<file path="config.mk">
export PLATFORM = sky130hd
export DESIGN_NAME = poly_mm_sched
export DESIGN_NICKNAME = d
export VERILOG_FILES = /design/src/rtl/poly_mm_sched.sv
export SDC_FILE = /design/constraint.sdc
export NUM_CORES = 1
export LEC_CHECK = 0
export CAP_MARGIN = 5
export CORE_AREA = 2 2 145 147
export CTS_BUF_LIST = sky130_fd_sc_hd__clkbuf_8
export DETAILED_ROUTE_END_ITERATION = 12
export DIE_AREA = 0 0 147 149
export PLACE_DENSITY = 0.71
export SKIP_LAST_GASP = 1
export SLEW_MARGIN = 10
export SYNTH_ARGS = -nofsm -noshare
export SYNTH_HDL_FRONTEND = slang
export SYNTH_SLANG_ARGS = --single-unit
export TNS_END_PERCENT = 10
</file>
<file path="constraint.sdc">
create_clock -name poly_mm_clk -period 4.5 [get_ports poly_mm_clk]
set_input_delay 1.35 -clock poly_mm_clk [delete_from_list [all_inputs] [get_ports poly_mm_clk]]
set_output_delay 1.35 -clock poly_mm_clk [all_outputs]
set_load 0.005 [all_outputs]
</file>
<file path="src/rtl/poly_mm_sched.sv">
// rtl/poly_mm_sched.sv - issue/drain sequencer for the pipelined Barrett multiplier
// Optional PMS_UNMASK_EN: write the recombined (share1 ^ share2) result instead of both shares.
module poly_mm_sched #(
  parameter int DW        = 24,
  parameter int AW        = 8,
  parameter int MM_LAT    = 4,
  parameter int DRAIN_MAX = 8
) (
  input  logic              poly_mm_clk,
  input  logic              poly_mm_rst_n,
  input  logic              pms_start,
  input  logic [AW:0]       pms_len,
  input  logic [AW-1:0]     pms_src_a_base,
  input  logic [AW-1:0]     pms_src_b_base,
  input  logic [AW-1:0]     pms_dst_base,
  input  logic [23:0]       pms_q,
  input  logic [24:0]       pms_m,
  input  logic [4:0]        pms_N,
  output logic              pms_busy,
  output logic              pms_done,
  output logic              pms_err,
  output logic              rd_en,
  output logic [AW-1:0]     rd_addr_a,
  output logic [AW-1:0]     rd_addr_b,
  input  logic [DW-1:0]     rd_data_a,
  input  logic [DW-1:0]     rd_data_b,
  output logic              mm_enable,
  output logic [DW-1:0]     mm_a,
  output logic [DW-1:0]     mm_b,
  output logic [23:0]       mm_q,
  output logic [24:0]       mm_m,
  output logic [4:0]        mm_N,
  output logic [1:0]        mm_compress,
  output logic [1:0]        mm_decompose,
  output logic [1:0]        mm_duv_mode,
  input  logic              mm_valid,
  input  logic [DW-1:0]     mm_share1,
  input  logic [DW-1:0]     mm_share2,
  output logic              wr_en,
  output logic [AW-1:0]     wr_addr,
`ifdef PMS_UNMASK_EN
  output logic [DW-1:0]     wr_data
`else
  output logic [2*DW-1:0]   wr_data
`endif
);

  // Drain counter must at least cover a normal drain of MM_LAT+1 cycles.
  localparam int DRAIN_CAP = (DRAIN_MAX > MM_LAT) ? DRAIN_MAX : MM_LAT + 1;
  localparam int DRAIN_W   = $clog2(DRAIN_CAP + 1);
  localparam logic [AW:0] ONE = (AW+1)'(1);

  typedef enum logic [1:0] {S_IDLE, S_ISSUE, S_DRAIN, S_DONE} state_t;

  state_t               state, state_nx;
  logic [AW:0]          len_r, rd_idx, wr_cnt;
  logic [AW-1:0]        a_base_r, b_base_r, dst_base_r;
  logic [DRAIN_W-1:0]   drain_cnt;
  logic                 mm_en_r, err_r, timeout;
  logic [23:0]          q_r;
  logic [24:0]          m_r;
  logic [4:0]           n_r;
  logic                 start_ok, wr_hit, wr_last;

  assign start_ok = (state == S_IDLE) && pms_start;
  assign wr_hit   = mm_valid && (state != S_IDLE) && (wr_cnt < len_r);
  assign wr_last  = wr_hit && ((wr_cnt + ONE) == len_r);

  always_ff @(posedge poly_mm_clk or negedge poly_mm_rst_n) begin
    if (!poly_mm_rst_n) state <= S_IDLE;
    else                state <= state_nx;
  end

  always_comb begin
    state_nx = state;
    pms_busy = 1'b0;
    pms_done = 1'b0;
    rd_en    = 1'b0;
    timeout  = 1'b0;
    case (state)
      S_IDLE: begin
        if (pms_start) state_nx = (pms_len == '0) ? S_DONE : S_ISSUE;
      end
      S_ISSUE: begin
        pms_busy = 1'b1;
        rd_en    = 1'b1;
        if (rd_idx == (len_r - ONE)) state_nx = S_DRAIN;
      end
      S_DRAIN: begin
        pms_busy = 1'b1;
        // A completing write wins over a timeout landing on the same cycle.
        if (wr_last || (wr_cnt == len_r)) begin
          state_nx = S_DONE;
        end else if (drain_cnt == DRAIN_W'(DRAIN_MAX - 1)) begin
          timeout  = 1'b1;
          state_nx = S_DONE;
        end
      end
      S_DONE: begin
        pms_busy = 1'b1;
        pms_done = 1'b1;
        state_nx = S_IDLE;
      end
      default: state_nx = S_IDLE;
    endcase
  end

  always_ff @(posedge poly_mm_clk or negedge poly_mm_rst_n) begin
    if (!poly_mm_rst_n) begin
      len_r      <= '0;
      rd_idx     <= '0;
      wr_cnt     <= '0;
      a_base_r   <= '0;
      b_base_r   <= '0;
      dst_base_r <= '0;
      drain_cnt  <= '0;
      mm_en_r    <= 1'b0;
      err_r      <= 1'b0;
      q_r        <= '0;
      m_r        <= '0;
      n_r        <= '0;
    end else begin
      mm_en_r <= rd_en;
      if (start_ok) begin
        len_r      <= pms_len;
        a_base_r   <= pms_src_a_base;
        b_base_r   <= pms_src_b_base;
        dst_base_r <= pms_dst_base;
        q_r        <= pms_q;
        m_r        <= pms_m;
        n_r        <= pms_N;
        rd_idx     <= '0;
        wr_cnt     <= '0;
        if (pms_len != '0) err_r <= 1'b0;
      end
      if (state == S_ISSUE) rd_idx <= rd_idx + ONE;
      if (wr_hit)           wr_cnt <= wr_cnt + ONE;
      if (state == S_DRAIN) drain_cnt <= drain_cnt + DRAIN_W'(1);
      else                  drain_cnt <= '0;
      if (timeout)          err_r <= 1'b1;
    end
  end

  assign pms_err      = err_r;
  assign rd_addr_a    = rd_en ? (a_base_r + rd_idx[AW-1:0]) : '0;
  assign rd_addr_b    = rd_en ? (b_base_r + rd_idx[AW-1:0]) : '0;
  // Operands pass straight from RAM but read as zero whenever nothing is issued.
  assign mm_enable    = mm_en_r;
  assign mm_a         = mm_en_r ? rd_data_a : '0;
  assign mm_b         = mm_en_r ? rd_data_b : '0;
  assign mm_q         = q_r;
  assign mm_m         = m_r;
  assign mm_N         = n_r;
  assign mm_compress  = 2'b00;
  assign mm_decompose = 2'b00;
  assign mm_duv_mode  = 2'b00;
  assign wr_en        = wr_hit;
  assign wr_addr      = wr_hit ? (dst_base_r + wr_cnt[AW-1:0]) : '0;
`ifdef PMS_UNMASK_EN
  assign wr_data      = wr_hit ? (mm_share1 ^ mm_share2) : '0;
`else
  assign wr_data      = wr_hit ? {mm_share2, mm_share1} : '0;
`endif

endmodule
</file>
-- Word-level counts from Yosys, hierarchy flattened
Cells that the tools add are included.
- reduce and logical (&&, ||, !) cells: 16
- order comparisons: 1
- $add $sub $neg: 7
- mux-type cells: 25
- equality and inequality tests: 10
- operator list (operator ; count):
    2-to-1 mux 24 bit ; 2
    2-to-1 mux 48 bit ; 1
    equality test 9 bit ; 3
    2-to-1 mux 9 bit ; 3
    adder 8 bit ; 3
    2-to-1 mux 8 bit ; 3
    adder 9 x 1 -> 9 bit, second input constant ; 2
    2-to-1 mux 2 bit ; 5
    nonzero test 2 bit ; 5
    logical NOT 9 bit ; 1
    less-than comparator 9 bit ; 1
    2-to-1 mux 1 bit ; 9
    nonzero test 9 bit ; 1
    subtractor 9 x 1 -> 9 bit, second input constant ; 1
    one-hot mux 2 bit (4 select lines) ; 1
    adder 4 x 1 -> 4 bit, second input constant ; 1
    equality test 2 bit, second input constant ; 2
    equality test 4 x 3 -> 1 bit, second input constant ; 1
    logical AND 1 bit ; 4
    2-to-1 mux 4 bit ; 1
    != test 2 bit, second input constant ; 2
    != test 3 bit, second input constant ; 1
    AND reduction 3 bit ; 1
    OR reduction 3 bit ; 1
    other kinds (4) ; 4
- register bits: 113
- output and inout bits: 186

-- Logic depth before layout (Yosys ltp)
Gate-level depths: netlist of the first run.
- word-level depth: 9
- mapped depth: 12
- gate-level depth less buffers: 9

-- Worst setup path before layout of the first run
Ideal clock, no wire load.
- kind: in2out
- from: input mm_valid
- to: output wr_data[19]
- stages on the path: 7
- arrival time: 2.431 ns
- slack: 0.719 ns
- path through: nand2_1 -> a221o_1 -> clkbuf_1 -> inv_2 -> buf_2 -> clkbuf_1 -> and2_1
- longest elaborated chain between the ends: 3
- RTL lines (what ; RTL line ; RTL):
    from (decl) ; 36 ; input logic mm_valid,
    logical AND 1 bit (2 in a row) ; 66 ; assign wr_hit = mm_valid && (state != S_IDLE) && (wr_cnt < len_r);
    2-to-1 mux 48 bit ; 162 ; assign wr_data = wr_hit ? {mm_share2, mm_share1} : '0;
    to (decl) ; 44 ; output logic [2*DW-1:0] wr_data
Every way passes these cells.

-- Worst setup path after layout of the first run
- from: input mm_valid
- to: output wr_data[35]
Same word-level chain as after synthesis.

==> impl_results.md, run 1 <==
- Total routed wirelength: 21.0 mm
- Worst Setup Start Kind: input port
- Status: complete, no violations
- CTS tree: done
- I/O pin total: 373
- CP startpoint: mm_valid
- Reg area: 0.00283 sq mm
- Clk_lat worst skew: ~0.44 ns
- Hold Crit Class: register to register
- Grt total ovfl: 0
- DR top layer: met4
- Wire length on met1: between 8 and 9 mm
- Final Instance Area: 0.0112 sq mm
- Async SR Flop Fraction: 100%
- Cell count after synthesis: between 600 and 700
- H-tree depth: 4
- Final hold vios: 0
- Final Skew: 0.0104 ns
- Final period utilization: 98.7%
- Worst vdd ir: 0.378 mV
- Sequential cell area fraction in the yosys report: 41.2%
- Pleak: 4.69 nW
- Pwr Density: 582 mW/mm^2
- Drt via density: 4.67
- Maximum clock path buffer count: 2
- Worst rel slew slack: 31.1%
- Via Count: 6085
- Reg-to-Reg End: wr_cnt[6]
- Setup WS post-layout: 0.0578 ns
- Yosys reg bits: 113
- Synth-to-layout area growth: 63.6%
- Number of global-route vias before repair: slightly above 6k
- Avg Inst Size Synth: approximately 10 sq um
- DP Wirelength: 16.1 mm
- Clock sinks: 113
- Critical Path End Type: primary output
- Number of distinct library cells after synthesis: 52
- Commonest non-fill, non-tap cell in the layout: clkdlybuf4s50_1
- Most frequent cells in the layout: clkdlybuf4s50_1, and2_1, dfrtp_1
- Critical Path AT: 3.09 ns
- Global-route wire length before repair: 33.1 mm
- Cell taking the most area after synthesis: dfrtp_1
- Die width: 147 microns
- Setup violators final: 0
- DR WL met2: about 10 mm
- Crit path required time: approximately 3.2 ns
- Syn Std Cell Area: 0.00686 sq mm
- Layout Cells excl Fill: 1304
- Largest net degree at the start of global routing: 114
- Die Span Y: 149 microns
- Max cap viols: 0
- Share of layout cells above drive strength 1: 14.5%
- Worst slew pin tran: 1.03 ns
- Dpl ws: 0.0650 ns
- Port bufs: 366
- Met3 WL: 1.69 mm
- Synth Warn #: 0
- Placed cell areas: ~0.011 sq mm
- Initial DRT Pass Iterations: 4
- CP Capture Point: wr_data[35]
- Worst-path clk slew: 0.07 ns
- CTS root buf: clkbuf_8
- Drt wl/cell: 16.1 microns
- Antenna violations before repair: 0
- Period minus WS final: approximately 4.4 ns
- Hold Slack: 0.467 ns
- Worst setup path category: input port to primary output
- Slew Limit Fails: 0
- Net count of the finished layout: 1245
- R2R Setup Slk: between 1.5 and 2 ns
- Core area: around 0.021 sq mm
- CP Max Fanout: 42
- Final antenna-violating net count: 0
- Ys flop type: dfrtp_1
- # rows: 53
- Leading post-synthesis cells by cell area: dfrtp_1, mux2_2, and2_1
- Initial core utilization: 33.4%
- RR Startpoint: len_r[1]
- GR Util All Layers: 19.1%
- Buffer count from post-CTS setup fixing: 0
- Full die area: 0.0219 sq mm
- Max Clk Rate: around 0.23 GHz
- # placed instances: 1272
- Post-synth EDFFs: 0
- Setup TNS: 0 ns
- Multi-input logic area: 0.00379 sq mm
- Reg2reg path depth: 11
- RD Place Congestion: 0.854
- 1st-iter DRT viols: about 260
- Post-synth top area share: between 40% and 50%
- DR DRC count: 0
- RSZ-0062 raised after global routing: true
- Clock buffer count from CTS: 17
- Diode count: 0
- Fillers: 1818
timing repair:
item,4_1_cts,5_1_grt
resized for setup,1,3
hold endpoints to repair,0,0
endpoints found under the setup margin,1,7
hold buffers,0,0
per-layer routing:
metal  vias up  track usage, %
met2       256            33.2
li1       2957               -
met3        17            6.42
met5         -               0
met4         0            4.66
met1      2855            22.9
cell families after synthesis:
logic type	synth area share (%)
buffers and inverters	4.05
DFF	41.2
muxes	14.7
adders and majority gates	7.99
other	0.0547
xor gates and xnor gates	5.87
AOI/OAI and AO/OA	8.61
and+or+nand+nor	17.5
power by group:
group          internal [W]  switching (W)  leakage [nW]
combinational       0.00232        0.00145          3.14
sequential          0.00147       0.000396          1.37
clock              0.000418       0.000475         0.180
synth_stat cells, drive strengths merged, types with 2 or more instances:
cell / instances
nor4: 4
o31ai: 4
clkbuf: 31
nand3b: 3
nor3b: 2
o2111ai: 3
nor4b: 2
ha: 39
mux2i: 2
xnor2: 31
inv: 19
fa: 3
nand2: 28
a21oi: 24
nor2b: 6
o21ai: 30
and3: 7
o21bai: 6
nor3: 2
o221ai: 2
nor2: 19
nand4: 4
and2: 119
o21a: 2
dfrtp: 113
buf: 14
mux2: 88
a211oi: 4
a31oi: 3
o211ai: 3
nand3: 8
xor2: 15
a21o: 7
worst min-delay path by stage:
stage	from	endpoint	slack (ns)	cells after the start
2_1_floorplan	drain_cnt[0]	drain_cnt[0]	0.43	1
5_1_grt	drain_cnt[0]	drain_cnt[0]	0.49	1
3_3_place_gp	drain_cnt[0]	drain_cnt[0]	0.45	1
3_5_place_dp	drain_cnt[0]	drain_cnt[0]	0.46	1
6_report	drain_cnt[0]	drain_cnt[0]	0.47	1
4_1_cts	drain_cnt[0]	drain_cnt[0]	0.47	1
per-stage QoR:
step,util [%],power (W)
after detailed placement,52.8,0.00568
after global placement,52.8,0.00561
after floorplan,-,0.00374
after global routing,54.6,0.00707
after CTS,54.5,0.00661
final,54.6,0.00653
sequential cells by signal, indices dropped and copies added, names as in the netlist:
signal and count:
mm_m 25, mm_q 24, len_r 9, rd_idx 9, wr_cnt 9, a_base_r 8
b_base_r 8, dst_base_r 8, mm_N 5, drain_cnt 4, state 2, mm_enable 1
pms_err 1
final cells by class:
class	instances	area share (%)
clock buffers	19	2.33
repair buffers	381	34.1
inverters	19	0.636
well taps	275	3.07
clock inverters	13	0.914
flip-flops and latches	113	25.2
multi-input cells	484	33.8
worst max-delay path: stages:
cell,delay (ns)
clkdlybuf4s50_1,0.45
nand2_1,0.04
a221o_1,0.29
inv_2,0.11
buf_12,0.18
and2_1,0.14
clkdlybuf4s50_1,0.52
No activity file was read; power rests on OpenSTA's default activity.
==> run 2: changes to the inputs <==
- CTS_CLUSTER_SIZE: not set -> 8
==> results of run 2 <==
No change in the layout: final DEF, timing and power equal those of run 1.
